<file path="src/rtl/ex_mem_pipe.sv">
// ----------------------------------------------------------------------------
// ex_mem_pipe
//   EX/MEM pipeline register with a valid/ready handshake and a two-entry
//   skid buffer. At capture it resolves beq/bne and computes the jump target,
//   so MEM sees the branch decision and target without the raw flags.
//
// Ports
//   clk                  clock, all state updates on the rising edge
//   rst_n                synchronous reset, ACTIVE-HIGH despite the name
//   flush_i              drop every held entry and any input this cycle
//   in_valid_i/in_ready_o  EX-side handshake (in_ready_o is registered)
//   zero_i .. iowrite_i  EX control bits and ALU zero flag
//   alu_result_i, imme_i, pc_i, rdata2_i, rd_i   EX datapath
//   out_valid_o/out_ready_i  MEM-side handshake
//   regwrite_o .. iowrite_o, branch_taken_o   controls, forced 0 when empty
//   addr_jump_o, alu_result_o, rdata2_o, rd_o  data, held when empty
//   occupancy_o          number of entries held (0..2)
// ----------------------------------------------------------------------------
module ex_mem_pipe #(
  parameter int DATA_W = 32,
  parameter int ADDR_W = 14,
  parameter int RA_W   = 5
) (
  input  logic              clk,
  input  logic              rst_n,
  input  logic              flush_i,
  input  logic              in_valid_i,
  output logic              in_ready_o,
  input  logic              zero_i,
  input  logic              regwrite_i,
  input  logic              branch_i,
  input  logic              branch_ne_i,
  input  logic              memread_i,
  input  logic              memwrite_i,
  input  logic              memoriotoreg_i,
  input  logic              ioread_i,
  input  logic              iowrite_i,
  input  logic [DATA_W-1:0] alu_result_i,
  input  logic [DATA_W-1:0] imme_i,
  input  logic [ADDR_W-1:0] pc_i,
  input  logic [DATA_W-1:0] rdata2_i,
  input  logic [RA_W-1:0]   rd_i,
  output logic              out_valid_o,
  input  logic              out_ready_i,
  output logic              regwrite_o,
  output logic              memread_o,
  output logic              memwrite_o,
  output logic              memoriotoreg_o,
  output logic              ioread_o,
  output logic              iowrite_o,
  output logic              branch_taken_o,
  output logic [ADDR_W-1:0] addr_jump_o,
  output logic [DATA_W-1:0] alu_result_o,
  output logic [DATA_W-1:0] rdata2_o,
  output logic [RA_W-1:0]   rd_o,
  output logic [1:0]        occupancy_o
);

  // Control bit order inside an entry: {regwrite, memread, memwrite,
  // memoriotoreg, ioread, iowrite}.
  localparam int CTRL_W = 6;

  typedef struct packed {
    logic [CTRL_W-1:0] ctrl;
    logic              taken;
    logic [ADDR_W-1:0] jump;
    logic [DATA_W-1:0] alu;
    logic [DATA_W-1:0] rdata2;
    logic [RA_W-1:0]   rd;
  } entry_t;

  entry_t main_q, main_d;
  entry_t skid_q, skid_d;
  logic   main_valid_q, main_valid_d;
  logic   skid_valid_q, skid_valid_d;
  entry_t in_entry;
  logic   accept;
  logic   pop;

  // Only the low ADDR_W immediate bits matter for the wrapped target.
  logic unused_imme_hi;
  assign unused_imme_hi = ^imme_i[DATA_W-1:ADDR_W];

  // Capture-time branch resolution; the sum wraps at ADDR_W bits.
  always_comb begin
    in_entry        = '0;
    in_entry.ctrl   = {regwrite_i, memread_i, memwrite_i,
                       memoriotoreg_i, ioread_i, iowrite_i};
    in_entry.taken  = (branch_i & zero_i) | (branch_ne_i & ~zero_i);
    in_entry.jump   = pc_i + imme_i[ADDR_W-1:0];
    in_entry.alu    = alu_result_i;
    in_entry.rdata2 = rdata2_i;
    in_entry.rd     = rd_i;
  end

  // in_ready depends only on registered state, so MEM's ready never
  // reaches back to EX combinationally.
  assign in_ready_o = ~skid_valid_q;
  assign accept     = in_valid_i & in_ready_o;
  assign pop        = main_valid_q & out_ready_i;

  always_comb begin
    main_d       = main_q;
    skid_d       = skid_q;
    main_valid_d = main_valid_q;
    skid_valid_d = skid_valid_q;
    if (flush_i) begin
      // Flush beats accept and pop; payload registers keep their contents
      // so the data outputs hold.
      main_valid_d = 1'b0;
      skid_valid_d = 1'b0;
    end else begin
      if (!main_valid_q || pop) begin
        if (skid_valid_q) begin
          // Oldest entry first: skid always precedes any new input.
          main_d       = skid_q;
          main_valid_d = 1'b1;
          skid_valid_d = 1'b0;
        end else if (accept) begin
          main_d       = in_entry;
          main_valid_d = 1'b1;
        end else begin
          main_valid_d = 1'b0;
        end
      end
      // Park the input only when main is busy and stays busy.
      if (accept && main_valid_q && !pop && !skid_valid_q) begin
        skid_d       = in_entry;
        skid_valid_d = 1'b1;
      end
    end
  end

  always_ff @(posedge clk) begin
    if (rst_n) begin
      main_q       <= '0;
      skid_q       <= '0;
      main_valid_q <= 1'b0;
      skid_valid_q <= 1'b0;
    end else begin
      main_q       <= main_d;
      skid_q       <= skid_d;
      main_valid_q <= main_valid_d;
      skid_valid_q <= skid_valid_d;
    end
  end

  // Controls read 0 whenever the main entry is empty.
  logic [CTRL_W-1:0] ctrl_gated;
  genvar gi;
  generate
    for (gi = 0; gi < CTRL_W; gi++) begin : g_ctrl_gate
      assign ctrl_gated[gi] = main_q.ctrl[gi] & main_valid_q;
    end
  endgenerate

  assign regwrite_o     = ctrl_gated[5];
  assign memread_o      = ctrl_gated[4];
  assign memwrite_o     = ctrl_gated[3];
  assign memoriotoreg_o = ctrl_gated[2];
  assign ioread_o       = ctrl_gated[1];
  assign iowrite_o      = ctrl_gated[0];
  assign branch_taken_o = main_q.taken & main_valid_q;

  assign out_valid_o  = main_valid_q;
  assign addr_jump_o  = main_q.jump;
  assign alu_result_o = main_q.alu;
  assign rdata2_o     = main_q.rdata2;
  assign rd_o         = main_q.rd;
  assign occupancy_o  = {1'b0, main_valid_q} + {1'b0, skid_valid_q};

endmodule

</file>
<file path="config.mk">
export PLATFORM = sky130hd
export DESIGN_NAME = ex_mem_pipe
export DESIGN_NICKNAME = d
export VERILOG_FILES = /design/src/rtl/ex_mem_pipe.sv
export SDC_FILE = /design/constraint.sdc
export NUM_CORES = 1
export LEC_CHECK = 0
export BUFFER_PORTS_ARGS = -buffer_cell sky130_fd_sc_hd__buf_2
export CORE_UTILIZATION = 57
export DETAILED_ROUTE_END_ITERATION = 10
export PLACE_DENSITY_LB_ADDON = 0.05
export SLEW_MARGIN = 20
export SYNTH_ARGS = -nofsm -noshare
export SYNTH_HDL_FRONTEND = slang
export SYNTH_SLANG_ARGS = --single-unit
export TNS_END_PERCENT = 30
</file>
<file path="constraint.sdc">
create_clock -name clk -period 5.5 [get_ports clk]
set_input_delay 0.55 -clock clk [delete_from_list [all_inputs] [get_ports clk]]
set_output_delay 0.55 -clock clk [all_outputs]
set_load 0.01 [all_outputs]
</file>
Word-level counts from Yosys, hierarchy flattened
Cells that the tools add are included.
W data, S select, Z words.
{"block": "classes", "muxes": 6, "reduce_logical": 12, "bitwise": 15, "n_addsub": 2}
{"operator": "$mux W90", "n": 2}
{"operator": "$add A14 B14 Y14", "n": 1}
{"operator": "$and A1 B1 Y1", "n": 11}
{"operator": "$mux W1", "n": 4}
{"operator": "$reduce_bool A2 Y1", "n": 2}
{"operator": "$logic_and A1 B1 Y1", "n": 3}
{"operator": "$logic_not A1 Y1", "n": 3}
{"operator": "$not A1 Y1", "n": 3}
{"operator": "$reduce_and A3 Y1", "n": 1}
{"operator": "$add A1 B1 Y2", "n": 1}
{"operator": "$reduce_and A2 Y1", "n": 1}
{"operator": "$reduce_or A2 Y1", "n": 1}
{"operator": "$logic_or A1 B1 Y1", "n": 1}
{"operator": "$or A1 B1 Y1", "n": 1}
{"block": "totals", "reg_bits": 182, "wordCells": 49, "out_inout_bits": 94, "inputBits": 129}

Longest topological paths before layout
{"block": "logic_depth", "ltp_word": 6, "ltp_mapped": 10, "ltp_nobuf": 10}

Worst setup path before layout
Ideal clock, no wire load.
{"block": "synth_timing", "kind": "in2reg", "startpoint": "input port imme_i[0]", "endpoint": "register main_q, in the netlist addr_jump_o[10]", "path_stages": 10, "path_buffers": 0, "path_slack_ns": 3.223, "t_required_ns": 5.414, "arrival_ns": 2.191, "cell_sequence": "ha_1 > inv_1 > fa_1 > nor2b_1 > o31a_1 > o21ai_1 > o21ai_1 > xor2_1 > mux2i_1 > a211oi_1"}
{"block": "synth_via", "elab_chain_cells": 3}
{"element": "start: declaration", "line_no": "39", "rtl": "input logic [DATA_W-1:0] imme_i,"}
{"element": "$add A14 B14 Y14", "line_no": "90", "rtl": "in_entry.jump = pc_i + imme_i[ADDR_W-1:0];"}
{"element": "$mux W90", "line_no": "119", "rtl": "end else if (accept) begin"}
{"element": "$mux W90", "line_no": "114", "rtl": "if (skid_valid_q) begin"}
{"element": "end signal: assignment", "line_no": "141", "rtl": "main_q <= main_d;"}
{"element": "end: declaration", "line_no": "72", "rtl": "entry_t main_q, main_d;"}
Every way passes these cells. The select of a mux whose other input is x is not followed.
A chain may end at the register's enable or synchronous reset.

Worst setup path after layout
{"block": "layout_timing", "startpoint": "register skid_valid_q", "endpoint": "output port occupancy_o[0]"}
{"block": "layout_via", "elab_chain_cells": 1}
{"element": "start: declaration", "line_no": "75", "rtl": "logic skid_valid_q, skid_valid_d;"}
{"element": "start signal: assignment", "line_no": "144", "rtl": "skid_valid_q <= skid_valid_d;"}
{"element": "$add A1 B1 Y2", "line_no": "170", "rtl": "assign occupancy_o = {1'b0, main_valid_q} + {1'b0, skid_valid_q};"}
{"element": "end: declaration", "line_no": "56", "rtl": "output logic [1:0] occupancy_o"}
Every way passes these cells.

==> flow_summary_export.csv <==
group,metric,value,unit
final_layout,fin_nets,1200,
routing,routed-wl-met3,1.255,mm
critical_path,crit_family,"buffers and inverters",
final_layout,diodes,0,
clocking,clkTransAtPathRegs,0.06,ns
floorplanning,coreArea,0.01410,mm^2
critical_path,slowest_stage,"buf_4",
floorplanning,die_x,123.0,um
synth,synth_nets,1124,
critical_path,slowest_delay,0.83,ns
power,p_per_area,309.3,mW/mm^2
sta,finalHoldViolCount,0,
clocking,cts-resized-gates,0,
sta,layout_min_cycle_time,3.160,ns
floorplanning,die_area,0.01513,mm^2
synth,synthCells,980,
floorplanning,row_count,43,
job,maxCapViolations,0,
synth,ys_seq_area_share,43.66,%
critical_path,required,4.95,ns
critical_path,path_cells,"buf_4, ha_1, buf_2",
synth,synth_edf_count,0,
routing,ant_nets,0,
synth,ys_types,44,
clocking,cts_tree,"built",
final_layout,drive_above_1_share,23.69,%
critical_path,path_max_fanout,53,
routing,drtIter0Drc,445,
final_layout,design_area,0.009296,mm^2
synth,synth_ff_type,"dfxtp_1",
grt,gr-total-overflow,0,
clocking,cts.sinks,182,
routing,drc,0,
place,place.gp.congestion,0.8066,
critical_path,cp.arrival,2.61,ns
sta,max_freq,316.4,MHz
power,peakVddDrop,0.0001944,V
synth,ys_warn_count,0,
place,numPortBuffers,204,
routing,drt_wl_total,17.43,mm
critical_path,cp-end-kind,"output port",
sta,setup_viol,0,
sta,skew,0.005440,ns
run_status,outcome,"complete, no violations",
critical_path,critical_path_class,"reg -> out",
routing,via_per_inst,5.243,
critical_path,crit_buf_inv,2,
clocking,h-tree-depth,4,
place,dp_hpwl,10.49,mm
clocking,cts_max_path_buffers,2,
min_path,min_path_type,"in -> reg",
floorplanning,start_util,59.20,%
grt,antenna_found_initial,0,
sta,tightest_slew,1.074,ns
place,place_area,0.008741,mm^2
routing,highest-signal-layer,"met4",
sta,setup_tns,0,ns
grt,grt_start_max_net_pins,133,
clocking,root_buffer,"clkbuf_16",
critical_path,start_kind,"register",
synth,synth.avg_cell_area,8.515,um^2
power,p_leak,3.649,nW
clocking,ctsHoldBuffers,0,
final_layout,syn2layout_area_growth,11.41,%
routing,vias,6543,
sta,final_max_slew_viol_count,0,
grt,grt_pass1_wl,28.41,mm
grt,grt.total_usage,23.61,%
synth,ys_seq_elements,182,
routing,wl_per_cell,13.97,um
grt,grt_pass1_vias,5908,
floorplanning,die_h,123.0,um
sta,fin_crit_sh,57.46,%
routing,drt-met1-wl,7.958,mm
routing,first_pass_iters,4,
floorplanning,io_pins,223,
clocking,postCtsSetupBuffers,0,
clocking,cts_buffers,17,
sta,grt_setup_unrepaired,"false",
synth,netlist_area,0.008344,mm^2
synth,synthArstFlopShare,0,%
clocking,clk_latency,0.42,ns
final_layout,fillCellCount,1242,
routing,wl_met2,8.109,mm
sta,slew_headroom,28.37,%
## cells in the final DEF, fill, tap and decap left out, types with 2 or more instances in the layout
master,count
a211oi_1,87
a21oi_1,100
a21oi_2,3
a311oi_1,3
and2_1,7
buf_2,203
buf_4,5
clkbuf_16,17
clkbuf_8,6
clkinv_2,4
clkinvlp_4,2
dfxtp_1,181
ha_1,14
inv_1,8
mux2i_1,81
nand2_1,187
nand3_1,2
nor2_1,99
nor3_1,3
o211ai_1,2
o21a_1,3
o21ai_0,6
o21ai_1,3
o21bai_1,2
or3_1,3
xnor2_1,3
xor2_1,9
## path summary, 6_finish.rpt
kind | startpoint | endpoint | slack (ns) | cells after the start
worst max-delay path | skid_valid_q | occupancy_o[0] | 2.34 | 3
worst max register to register | skid_valid_q | rdata2_o[0] | 3.08 | 5
worst min-delay path | alu_result_i[27] | skid_q[64] | 0.37 | 3
worst min register to register | main_q[83] | main_q[83] | 0.45 | 2
## layout make-up
cell class	instances	area [um^2]	share of cell area (%)
inverters	8	30.03	0.3230
flip-flops and latches	182	3647	39.23
repair buffers	209	1065	11.45
multi-input cells	638	3774	40.59
well taps	180	225.2	2.423
clock inverters	7	43.79	0.4711
clock buffers	24	511.7	5.505
## state kept, by name, indices dropped and copies added (netlist names)
name          flops
skid_q           90
rdata2_o         32
out_valid_o       1
addr_jump_o      14
alu_result_o     32
main_q            7
rd_o              5
skid_valid_q      1
## per-layer routing
layer	vias to the layer above	GRT usage, %
met1	2951	30.21
li1	3417	-
met2	163	38.66
met4	0	5.572
met3	12	7.611
met5	-	0
## power breakdown
part	total, W	internal (W)	switching [W]
sequential	0.00140	0.00137	0.0000261
combinational	0.000347	0.000147	0.000200
clock	0.00113	0.000647	0.000485
total	0.00288	0.00216	0.000711
## through the flow
step                total power [W]  setup WS, ns  util (%)  hold WS (ns)  instances
floorplan                  0.001697         3.223         -        0.4273        980
global placement           0.001768         2.797     62.01        0.4361       1217
detailed placement         0.001772         2.798     62.01        0.4427       1217
CTS                        0.002906         2.336     65.95        0.3550       1248
global route               0.003005         2.234     65.95        0.3617       1248
finish                     0.002875         2.340     65.95        0.3732       1248
## cell families (layout without fill, tap and decap cells)
logic type,after synthesis,count (layout),synth area share [%]
and+or+nand+nor,312,312,14.99
adders and majority gates,15,15,2.339
muxes,81,81,9.717
DFF,182,182,43.66
buffers and inverters,160,248,11.32
xor gates and xnor gates,12,12,1.260
AOI/OAI and AO/OA,218,218,16.70
## tightest hold or removal path, stage by stage
cell	delay, ns
buf_2	0.10
nand2_1	0.05
a21oi_1	0.05
## synth_stat cells, drive strengths merged (4+ instances only)
cell    instances  area [um^2]
mux2i          81        810.8
buf           110        757.0
clkbuf         42        157.7
a21oi         103        526.8
ha             14        175.2
nor2           99        371.6
nand2         187        701.9
inv             8        30.03
dfxtp         182         3643
nor3            4        31.28
and2            7        43.79
xor2            9        78.83
o21ai          10        53.80
a211oi         87        653.1
(Power assumes the default switching activity.)
